**config.mk**
```make
export PLATFORM = sky130hd
export DESIGN_NAME = core_seq
export DESIGN_NICKNAME = d
export VERILOG_FILES = /design/src/rtl/core_seq.sv
export SDC_FILE = /design/constraint.sdc
export NUM_CORES = 1
export LEC_CHECK = 0
export BUFFER_PORTS_ARGS = -buffer_cell sky130_fd_sc_hd__buf_2
export CORE_MARGIN = 2
export CORE_UTILIZATION = 50
export DETAILED_ROUTE_END_ITERATION = 10
export PLACE_DENSITY = 0.67
export REMOVE_ABC_BUFFERS = 1
export SLEW_MARGIN = 20
export SYNTH_ARGS = -nofsm -noshare
export SYNTH_HDL_FRONTEND = slang
export SYNTH_SLANG_ARGS = --single-unit
```
**constraint.sdc**
```tcl
create_clock -name clk -period 10 [get_ports clk]
set_input_delay 2 -clock clk [delete_from_list [all_inputs] [get_ports clk]]
set_output_delay 2 -clock clk [all_outputs]
set_load 0.01 [all_outputs]
```
**src/rtl/core_seq.sv**
```systemverilog
// Instruction sequencer for the systolic core: steps one convolution layer
// (per-kij kernel/activation/execute/drain, then per-pixel accumulation).
module core_seq #(
  parameter int                ROW    = 8,
  parameter int                COL    = 8,
  parameter int                IN_W   = 6,
  parameter int                KSZ    = 3,
  parameter int                GAP    = 10,
  parameter int                ADDR_W = 11,
  parameter logic [ADDR_W-1:0] W_BASE = 'h400,
  parameter logic [ADDR_W-1:0] A_BASE = '0
) (
  input  logic        clk,
  input  logic        reset_n,
  input  logic        start,
  input  logic [1:0]  mode,
  input  logic        ofifo_valid,
  output logic [33:0] inst,
  output logic [1:0]  mode_q,
  output logic        core_clr,
  output logic        busy,
  output logic        out_valid,
  output logic        done
);

  localparam int LEN_NIJ = IN_W * IN_W;
  localparam int LEN_KIJ = KSZ * KSZ;
  localparam int OUT_W   = IN_W - KSZ + 1;
  localparam int LEN_OUT = OUT_W * OUT_W;
  localparam int CW      = 16;

  localparam logic [CW-1:0]     T_COL     = CW'(COL);
  localparam logic [CW-1:0]     T_KLD_END = CW'(COL - 1);
  localparam logic [CW-1:0]     T_GAP_END = CW'(GAP - 1);
  localparam logic [CW-1:0]     T_NIJ     = CW'(LEN_NIJ);
  localparam logic [CW-1:0]     T_EXE_END = CW'(LEN_NIJ + ROW + COL - 1);
  localparam logic [CW-1:0]     T_KIJ     = CW'(LEN_KIJ);
  localparam logic [CW-1:0]     T_ONE     = CW'(1);
  localparam logic [7:0]        K_LAST    = 8'(LEN_KIJ - 1);
  localparam logic [7:0]        O_LAST    = 8'(LEN_OUT - 1);
  localparam logic [7:0]        KC_LAST   = 8'(KSZ - 1);
  localparam logic [7:0]        OC_LAST   = 8'(OUT_W - 1);
  localparam logic [ADDR_W-1:0] ONE_A     = ADDR_W'(1);
  localparam logic [ADDR_W-1:0] COL_A     = ADDR_W'(COL);
  localparam logic [ADDR_W-1:0] NIJ_A     = ADDR_W'(LEN_NIJ);
  localparam logic [ADDR_W-1:0] STEP_KC   = ADDR_W'(LEN_NIJ + 1);
  localparam logic [ADDR_W-1:0] STEP_KR   = ADDR_W'(LEN_NIJ + IN_W - KSZ + 1);
  localparam logic [ADDR_W-1:0] STEP_OROW = ADDR_W'(KSZ);
  localparam logic [33:0]       IDLE_INST = 34'h1_800C_0000;

  generate
    if (LEN_KIJ * LEN_NIJ > (1 << ADDR_W)) begin : g_psum_fit
      $error("core_seq: len_kij*len_nij exceeds pmem address space");
    end
    if (ADDR_W != 11 || GAP < 1) begin : g_param_chk
      $error("core_seq: inst field map needs ADDR_W=11 and GAP>=1");
    end
  endgenerate

  typedef enum logic [3:0] {
    S_IDLE, S_CLR, S_KRD, S_KLD, S_GAP, S_AWR, S_EXE, S_DRN,
    S_ACLR, S_AACC, S_AOUT, S_DONE
  } state_t;

  state_t              state_q, state_d;
  logic [CW-1:0]       t_q, t_d;
  logic [7:0]          kij_q, kij_d, o_q, o_d, ocol_q, ocol_d, kc_q, kc_d;
  logic [ADDR_W-1:0]   kbase_q, kbase_d, pbase_q, pbase_d;
  logic [ADDR_W-1:0]   obase_q, obase_d, aaddr_q, aaddr_d;
  logic                wdone_q, wdone_d;
  logic [1:0]          mode_d;
  logic [33:0]         inst_q, inst_d;
  logic                clr_d, busy_d, ov_d, done_d;

  always_comb begin
    state_d = state_q;
    t_d     = t_q;
    kij_d   = kij_q;
    kbase_d = kbase_q;
    pbase_d = pbase_q;
    o_d     = o_q;
    ocol_d  = ocol_q;
    obase_d = obase_q;
    kc_d    = kc_q;
    aaddr_d = aaddr_q;
    wdone_d = wdone_q;
    mode_d  = mode_q;
    case (state_q)
      S_IDLE: if (start) begin
        state_d = S_CLR;
        mode_d  = mode;
        kij_d   = '0;
        kbase_d = '0;
        pbase_d = '0;
        t_d     = '0;
      end
      S_CLR: begin
        state_d = S_KRD;
        t_d     = '0;
      end
      S_KRD: if (t_q == T_COL) begin state_d = S_KLD; t_d = '0; end
             else t_d = t_q + T_ONE;
      S_KLD: if (t_q == T_KLD_END) begin state_d = S_GAP; t_d = '0; end
             else t_d = t_q + T_ONE;
      S_GAP: if (t_q == T_GAP_END) begin state_d = S_AWR; t_d = '0; end
             else t_d = t_q + T_ONE;
      S_AWR: if (t_q == T_NIJ) begin state_d = S_EXE; t_d = '0; end
             else t_d = t_q + T_ONE;
      S_EXE: if (t_q == T_EXE_END) begin
        state_d = S_DRN;
        t_d     = '0;
        wdone_d = 1'b0;
      end else t_d = t_q + T_ONE;
      S_DRN: begin
        if (t_q == T_NIJ) begin
          t_d     = '0;
          wdone_d = 1'b0;
          if (kij_q == K_LAST) begin
            state_d = S_ACLR;
            o_d     = '0;
            ocol_d  = '0;
            obase_d = '0;
          end else begin
            state_d = S_CLR;
            kij_d   = kij_q + 8'd1;
            kbase_d = kbase_q + COL_A;
            pbase_d = pbase_q + NIJ_A;
          end
        end else if (!ofifo_valid) begin
          // Held drain index: the pending pmem write went out this cycle.
          wdone_d = 1'b1;
        end else begin
          t_d     = t_q + T_ONE;
          wdone_d = 1'b0;
        end
      end
      S_ACLR: begin
        state_d = S_AACC;
        t_d     = '0;
        kc_d    = '0;
        aaddr_d = obase_q;
      end
      S_AACC: begin
        if (t_q == T_KIJ) begin
          state_d = S_AOUT;
          t_d     = '0;
        end else begin
          t_d = t_q + T_ONE;
          if (kc_q == KC_LAST) begin
            kc_d    = '0;
            aaddr_d = aaddr_q + STEP_KR;
          end else begin
            kc_d    = kc_q + 8'd1;
            aaddr_d = aaddr_q + STEP_KC;
          end
        end
      end
      S_AOUT: begin
        if (o_q == O_LAST) state_d = S_DONE;
        else begin
          state_d = S_ACLR;
          o_d     = o_q + 8'd1;
          if (ocol_q == OC_LAST) begin
            ocol_d  = '0;
            obase_d = obase_q + STEP_OROW;
          end else begin
            ocol_d  = ocol_q + 8'd1;
            obase_d = obase_q + ONE_A;
          end
        end
      end
      S_DONE:  state_d = S_IDLE;
      default: state_d = S_IDLE;
    endcase

    // Output word for the state being entered, so inst lines up with state_q.
    inst_d = IDLE_INST;
    clr_d  = 1'b0;
    ov_d   = 1'b0;
    done_d = 1'b0;
    busy_d = (state_d != S_IDLE) && (state_d != S_DONE);
    case (state_d)
      S_CLR, S_ACLR: clr_d = 1'b1;
      S_KRD: begin
        if (t_d < T_COL) begin
          inst_d[19]   = 1'b0;
          inst_d[17:7] = W_BASE + kbase_d + t_d[ADDR_W-1:0];
        end
        if (t_d != '0) begin
          if (mode_d[1]) inst_d[5] = 1'b1;
          else           inst_d[2] = 1'b1;
        end
      end
      S_KLD: begin
        inst_d[0] = 1'b1;
        if (mode_d[1]) inst_d[4] = 1'b1;
        else           inst_d[3] = 1'b1;
      end
      S_AWR: begin
        if (t_d < T_NIJ) begin
          inst_d[19]   = 1'b0;
          inst_d[17:7] = A_BASE + t_d[ADDR_W-1:0];
        end
        if (t_d != '0) inst_d[2] = 1'b1;
      end
      S_EXE: if (t_d < T_NIJ) begin
        inst_d[1] = 1'b1;
        inst_d[3] = 1'b1;
      end
      S_DRN: begin
        if (t_d < T_NIJ) inst_d[6] = 1'b1;
        if (t_d != '0 && !wdone_d) begin
          inst_d[32]    = 1'b0;
          inst_d[31]    = 1'b0;
          inst_d[30:20] = pbase_d + t_d[ADDR_W-1:0] - ONE_A;
        end
      end
      S_AACC: begin
        if (t_d < T_KIJ) begin
          inst_d[32]    = 1'b0;
          inst_d[30:20] = aaddr_d;
        end
        if (t_d != '0) inst_d[33] = 1'b1;
      end
      S_AOUT:  ov_d   = 1'b1;
      S_DONE:  done_d = 1'b1;
      default: ;
    endcase
  end

  always_ff @(posedge clk or negedge reset_n) begin
    if (!reset_n) begin
      state_q   <= S_IDLE;
      t_q       <= '0;
      kij_q     <= '0;
      kbase_q   <= '0;
      pbase_q   <= '0;
      o_q       <= '0;
      ocol_q    <= '0;
      obase_q   <= '0;
      kc_q      <= '0;
      aaddr_q   <= '0;
      wdone_q   <= 1'b0;
      mode_q    <= 2'b00;
      inst_q    <= IDLE_INST;
      core_clr  <= 1'b0;
      busy      <= 1'b0;
      out_valid <= 1'b0;
      done      <= 1'b0;
    end else begin
      state_q   <= state_d;
      t_q       <= t_d;
      kij_q     <= kij_d;
      kbase_q   <= kbase_d;
      pbase_q   <= pbase_d;
      o_q       <= o_d;
      ocol_q    <= ocol_d;
      obase_q   <= obase_d;
      kc_q      <= kc_d;
      aaddr_q   <= aaddr_d;
      wdone_q   <= wdone_d;
      mode_q    <= mode_d;
      inst_q    <= inst_d;
      core_clr  <= clr_d;
      busy      <= busy_d;
      out_valid <= ov_d;
      done      <= done_d;
    end
  end

  // The ofifo read is only issued while the core reports data available.
  assign inst = {inst_q[33:7], inst_q[6] & ofifo_valid, inst_q[5:0]};

endmodule
```
Yosys cells after proc, flatten, opt, wreduce, memory -nomap -nowiden
Cells that the tools add are included.

Register bits after elaboration: 136. Input bits: 6. Output and inout bits: 40. Word-level logic and storage cells: 174.

$add $sub $neg: 15. Magnitude comparators: 3. Eq/ne operators: 36. Multiplexer cells: 85. Bitwise logic cells: 1. Reduce and logical (&&, ||, !) cells: 16.

Operators with widths (number): 2-to-1 mux 11 bit (15); case mux 11 bit (2 select lines) (6); 2-to-1 mux 16 bit (8); case mux 16 bit (8 select lines) (1); 2-to-1 mux 8 bit (10); case mux 8 bit (2 select lines) (4); case mux 4 bit (11 select lines) (1); 2-to-1 mux 4 bit (9); adder 11 x 6 -> 11 bit (second input constant) (3); adder 8 x 1 -> 8 bit (second input constant) (4); == test 16 x 4 -> 1 bit (second input constant) (2); == test 16 x 6 -> 1 bit (second input constant) (2); < comparator 16 x 4 -> 1 bit (second input constant) (2); == test 4 x 3 -> 1 bit (second input constant) (7); == test 4 bit (second input constant) (7); adder 11 bit (2); 2-to-1 mux 1 bit (22); adder 16 x 1 -> 16 bit (second input constant) (1); == test 16 x 3 -> 1 bit (second input constant) (1); == test 4 x 2 -> 1 bit (second input constant) (4); == test 8 x 2 -> 1 bit (second input constant) (2); == test 8 x 4 -> 1 bit (second input constant) (2); < comparator 16 x 6 -> 1 bit (second input constant) (1); nonzero test 16 bit (1); 20 further kinds (39).

Longest topological paths before layout
Depth in word-level cells: 8. Depth in mapped cells: 22.

Least setup slack after synthesis
No wires, ideal clock.

Path type: input port to flip-flop. Start point: input ofifo_valid. End point: register inst_q[30]. Setup time: 121 ps. Data arrival time: 4918 ps. Setup slack: 4960 ps. Stages on the path: 17. Buffers on the path: 0. Path through: nand2b_1 nand3_1 a22oi_1 o32a_4 inv_1 ha_1 inv_1 ha_1 a21o_1 a21oi_1 o21ai_0 o21ai_0 nand2b_1 a21oi_1 o21ai_0 xnor3_1 a22o_2.

Cells in the longest elaborated chain, start to end: 7. Elaborated cells on any way between the ends: 15. Classes of those cells: 2 x add/sub; 1 x order compare; 9 x mux; 3 x reduce/logical.

RTL lines: start, declared (line 17) `input logic ofifo_valid,`; 2-to-1 mux 16 bit * (line 129) `end else if (!ofifo_valid) begin`; 2-to-1 mux 16 bit * (line 115) `if (t_q == T_NIJ) begin`; case mux 16 bit (8 select lines) * (line 88) `case (state_q)`; named net t_d[2] (line 66) `logic [CW-1:0] t_q, t_d;`; adder 11 bit or nonzero test 16 bit (tied branches) (line 215, 212); subtractor 11 x 1 -> 11 bit or logical AND 1 bit (tied branches) (line 215, 212); 2-to-1 mux 13 bit (line 212) `if (t_d != '0 && !wdone_d) begin`; case mux 11 bit (2 select lines) * (line 182) `case (state_d)`; named net inst_d[30] (line 72) `logic [33:0] inst_q, inst_d;`; end signal, assigned (line 263) `inst_q <= inst_d;`; end, declared (line 72).

The timed path passes the listed nets; every way through them passes the cells marked *. A chain may end at the register's enable or synchronous reset.

Final worst setup path
Start point: register t_q[0]. End point: register inst_q[30].

Cells in the longest elaborated chain, start to end: 8. Elaborated cells on any way between the ends: 41. Classes of those cells: 3 x add/sub; 1 x order compare; 7 x eq/ne; 27 x mux; 3 x reduce/logical.

RTL lines: start, declared (line 66); start signal, assigned (line 252) `t_q <= t_d;`; adder 16 x 1 -> 16 bit; 2-to-1 mux 16 bit (line 129); 2-to-1 mux 16 bit (line 115); case mux 16 bit (8 select lines) (line 88); adder 11 bit or nonzero test 16 bit (tied branches) (line 215, 212); subtractor 11 x 1 -> 11 bit or logical AND 1 bit (tied branches) (line 215, 212); 2-to-1 mux 13 bit (line 212); case mux 11 bit (2 select lines) * (line 182); named net inst_d[30] (line 72).

Marks and branches as above.

==> flow_summary_export.csv <==
group,metric,value,unit
power,ir_worst_vdd,0.000124,V
synth,synth_warnings,0,
clock_tree,h-tree-depth,4,
final_layout,ff_latch_area,3410,um^2
global_routing,grtUsageMet2,36.7,%
power,p_switching,0.253,mW
synth,synth.distinct_cells,85,
worst_setup_path,worstSetupPathType,"flop to flop",
route,drt_first_iter_violations,383,
sta,drv_slew,0,
floorplan,dieArea,18500,um^2
sta,final.min_clock_period,5.68,ns
clock_tree,cts_buffer_depth,2,
worst_setup_path,cp_slowest_stage_delay,0.58,ns
sta,setup-violations-final,0,
power,power_frac_comb,1.0,%
floorplan,rows,48,
route,drcViolationCount,0,
synth,synth_async_sr_flop_share,100,%
final_layout,multi_input_area,4520,um^2
clock_tree,cts_sinks,136,
route,num_vias,6812,
sta,relSlewSlack,34.8,%
sta,tightest_slew,0.973,ns
sta,fin_ws,4.32,ns
sta,fin_crit_sh,56.8,%
sta,hold_violations,0,
worst_setup_path,path_common_cell,"o21ai_0",
floorplan,dieWidth,136,um
power,p_seq_share,44.6,%
global_routing,grt_pass1_vias,6339,
clock_tree,path_clk_slew,0.06,ns
sta,fin_tns_setup,0,ns
run_status,outcome,"finished clean",
synth,synthTopCellsByArea,"dfrtp_1 38%, ha_1 7.6%, nand2_1 4.3%",
synth,synthTopCellsByCount,"133 x dfrtp_1, 99 x nand2_1, 74 x nor2_1",
clock_tree,clkLatencyLatePin,0.42,ns
synth,netlist_area,8710,um^2
synth,synth_seq_cells,136,
power,p_sw_share,20.5,%
synth,synth_cells,944,
worst_setup_path,crit_path_end_kind,"flop",
synth,syn_area_per_cell,9.22,um^2
global_routing,use_met1,31.8,%
worst_setup_path,arrival,5.99,ns
worst_setup_path,worst-path-max-fanout,18,
placement,numPortBuffers,44,
global_routing,grt_use_met3,3.91,%
final_layout,nFillCells,1614,
synth,synth-main-ff-cell,"dfrtp_1",
floorplan,die_y,136,um
final_layout,area_growth,7.21,%
clock_tree,cts_resized,0,
worst_setup_path,crit_chain,"ha_1 -> nor4b_1 -> nor4b_4 -> a211oi_2 -> a211oi_4 -> and2_1 -> o21ai_0 -> mux2i_1 -> ha_1 -> inv_1 -> ha_1 -> a21oi_1 -> o21ai_0 -> o21ai_0 -> nand2b_1 -> a21oi_1 -> o21ai_0 -> xnor3_1 -> a22o_2",
synth,synth.top_cell.area_share,38.2,%
power,p_clk_share,54.4,%
final_layout,diodes,0,
synth,ys_seq_area_share,39.1,%
job,drv_cap,0,
floorplan,fp.coreArea,17200,um^2
global_routing,antenna_found_initial,0,
placement,place_congestion,0.893,
clock_tree,cts_tree,"built",
route,routed_wl,20200,um
route,post_drt_wl_per_cell,17.1,um
floorplan,io_pins,46,
power,p_leak,4.40,nW
global_routing,grt_max_degree,72,
clock_tree,clockRootBuffer,"clkbuf_16",
sta,clock.fmax,0.176,GHz
power,internal_power,0.983,mW
route,dr.pass1.iters,6,
route,via_per_inst,5.77,
global_routing,grt_pass1_wl,33200,um
clock_tree,post_cts_buffers,0,
worst_setup_path,cp_slowest_cell,"nor4b_1",
sta,rsz0062_at_grt,"false",
power,cellPowerDensity,132,nW/um^2
worst_setup_path,worstSetupStartpointType,"flop",
final_layout,fin_nets,1005,
synth,synth_edf_count,0,
worst_setup_path,required,10.31,ns
placement,dp_slack,4.10,ns
synth,yosys.area.top_type,"dfrtp_1",
sta,skew,0.0117,ns
global_routing,grt_overflow,0,
global_routing,grt-busiest-layer,"met2",
final_layout,finish.instance_area,9340,um^2
route,drtAntennaViolNets,0,
floorplan,start_util,50.7,%
synth,yosysMostFrequentCell,"dfrtp_1",
global_routing,grtUsageTotal,23.1,%
placement,dpl-instance-area,8710,um^2
placement,dp_hpwl,14600,um
worst_hold_path,hold_path.class,"flop to flop",
clock_tree,cts_buffers,17,
clock_tree,cts_hold_buf,0,
final_layout,post_route_cells_drive_above_1_share,12.3,%
## registers in the layout, indices dropped and copies added (netlist names), 11 cells and up
signal   count
aaddr_q     11
inst_q      33
kbase_q     11
obase_q     11
pbase_q     11
t_q         16
## cells by family (layout without fill, tap and decap cells)
family	Yosys count	after routing	share of synthesized area (%)
XOR/XNOR	38	38	4.14
other	1	1	0.0431
adder cells (fa/ha/maj)	56	56	8.30
AND/OR/NAND/NOR	345	345	20.6
buffers and inverters	131	143	8.97
flip-flops	136	136	39.1
AO/OA/AOI/OAI	224	224	17.4
multiplexers	13	13	1.49
## stage by stage
step	util (%)	std cells	hold slack (ns)	power, mW
2_1_floorplan	-	875	0.432	0.561
3_3_place_gp	50.7	1149	0.447	0.574
3_5_place_dp	50.7	1149	0.456	0.574
4_1_cts	54.4	1181	0.470	1.25
5_1_grt	54.4	1181	0.492	1.28
6_report	54.4	1181	0.465	1.24
## cell usage in the layout (no fill, tap or decap), types with 11 or more instances in the layout
cell type	count
nor4_1	12
nand4_1	14
mux2i_1	13
o22ai_1	11
or3_1	15
inv_1	62
nand2b_1	14
a22o_1	13
nand2_1	99
nor2_1	74
dfrtp_1	133
clkbuf_16	17
nor3_1	20
a21oi_1	50
o31ai_1	15
xnor2_1	23
ha_1	53
buf_2	43
o21ai_0	61
and3_1	16
nand3_1	30
xor2_1	13
## power by group through the flow
stage                     Sequential [mW]  Clock (mW)  Combinational (mW)
after floorplan                     0.561           0            0.000257
after global placement              0.560           0              0.0132
after detailed placement            0.560           0              0.0134
after CTS                           0.550       0.684              0.0134
after global routing                0.550       0.710              0.0151
final                               0.551       0.673              0.0123
## layer usage
layer	wire, um	vias to the layer above	share of wire (%)
met2	9450	186	47
met4	434	0	2.2
met3	886	31	4.4
met1	9390	3277	47
li1	-	3318	-
met5	0	-	0
## area by class of cell
cell class / count / share of cell area, %
multi-input combinational: 677 / 48.4
clock buffer: 21 / 4.93
timing repair buffer: 49 / 2.83
tap: 225 / 3.02
sequential: 136 / 36.5
inverter: 62 / 2.49
clock inverter: 11 / 1.82
## worst paths after layout
| check | start | endpoint | slack (ns) | cells past startpoint |
|---|---|---|---|---|
| setup / recovery | t_q[0]$_DFF_PN0_ | inst_q[30]$_DFF_PN0_ | 4.32 | 19 |
| hold / removal | pbase_q[1]$_DFF_PN0_ | pbase_q[1]$_DFF_PN0_ | 0.46 | 2 |
| setup reg to reg | t_q[0]$_DFF_PN0_ | inst_q[30]$_DFF_PN0_ | 4.32 | 19 |
| hold reg to reg | pbase_q[1]$_DFF_PN0_ | pbase_q[1]$_DFF_PN0_ | 0.46 | 2 |
| max in group asynchronous | reset_n | aaddr_q[10]$_DFF_PN0_ | 7.11 | 2 |
| min in group asynchronous | reset_n | kc_q[7]$_DFFE_PN0P_ | 1.57 | 1 |
## worst max-delay path, delay by kind of cell, from the launching register on
kind / cells / cell delay [ns]
AND/OR/NAND/NOR: 4 / 1.65
flip-flops: 1 / 0.53
multiplexers: 1 / 0.39
XOR/XNOR: 1 / 0.36
AO/OA/AOI/OAI: 9 / 1.81
adder cells (fa/ha/maj): 3 / 0.74
buffers and inverters: 1 / 0.06
No activity file was read; power rests on OpenSTA's default activity.
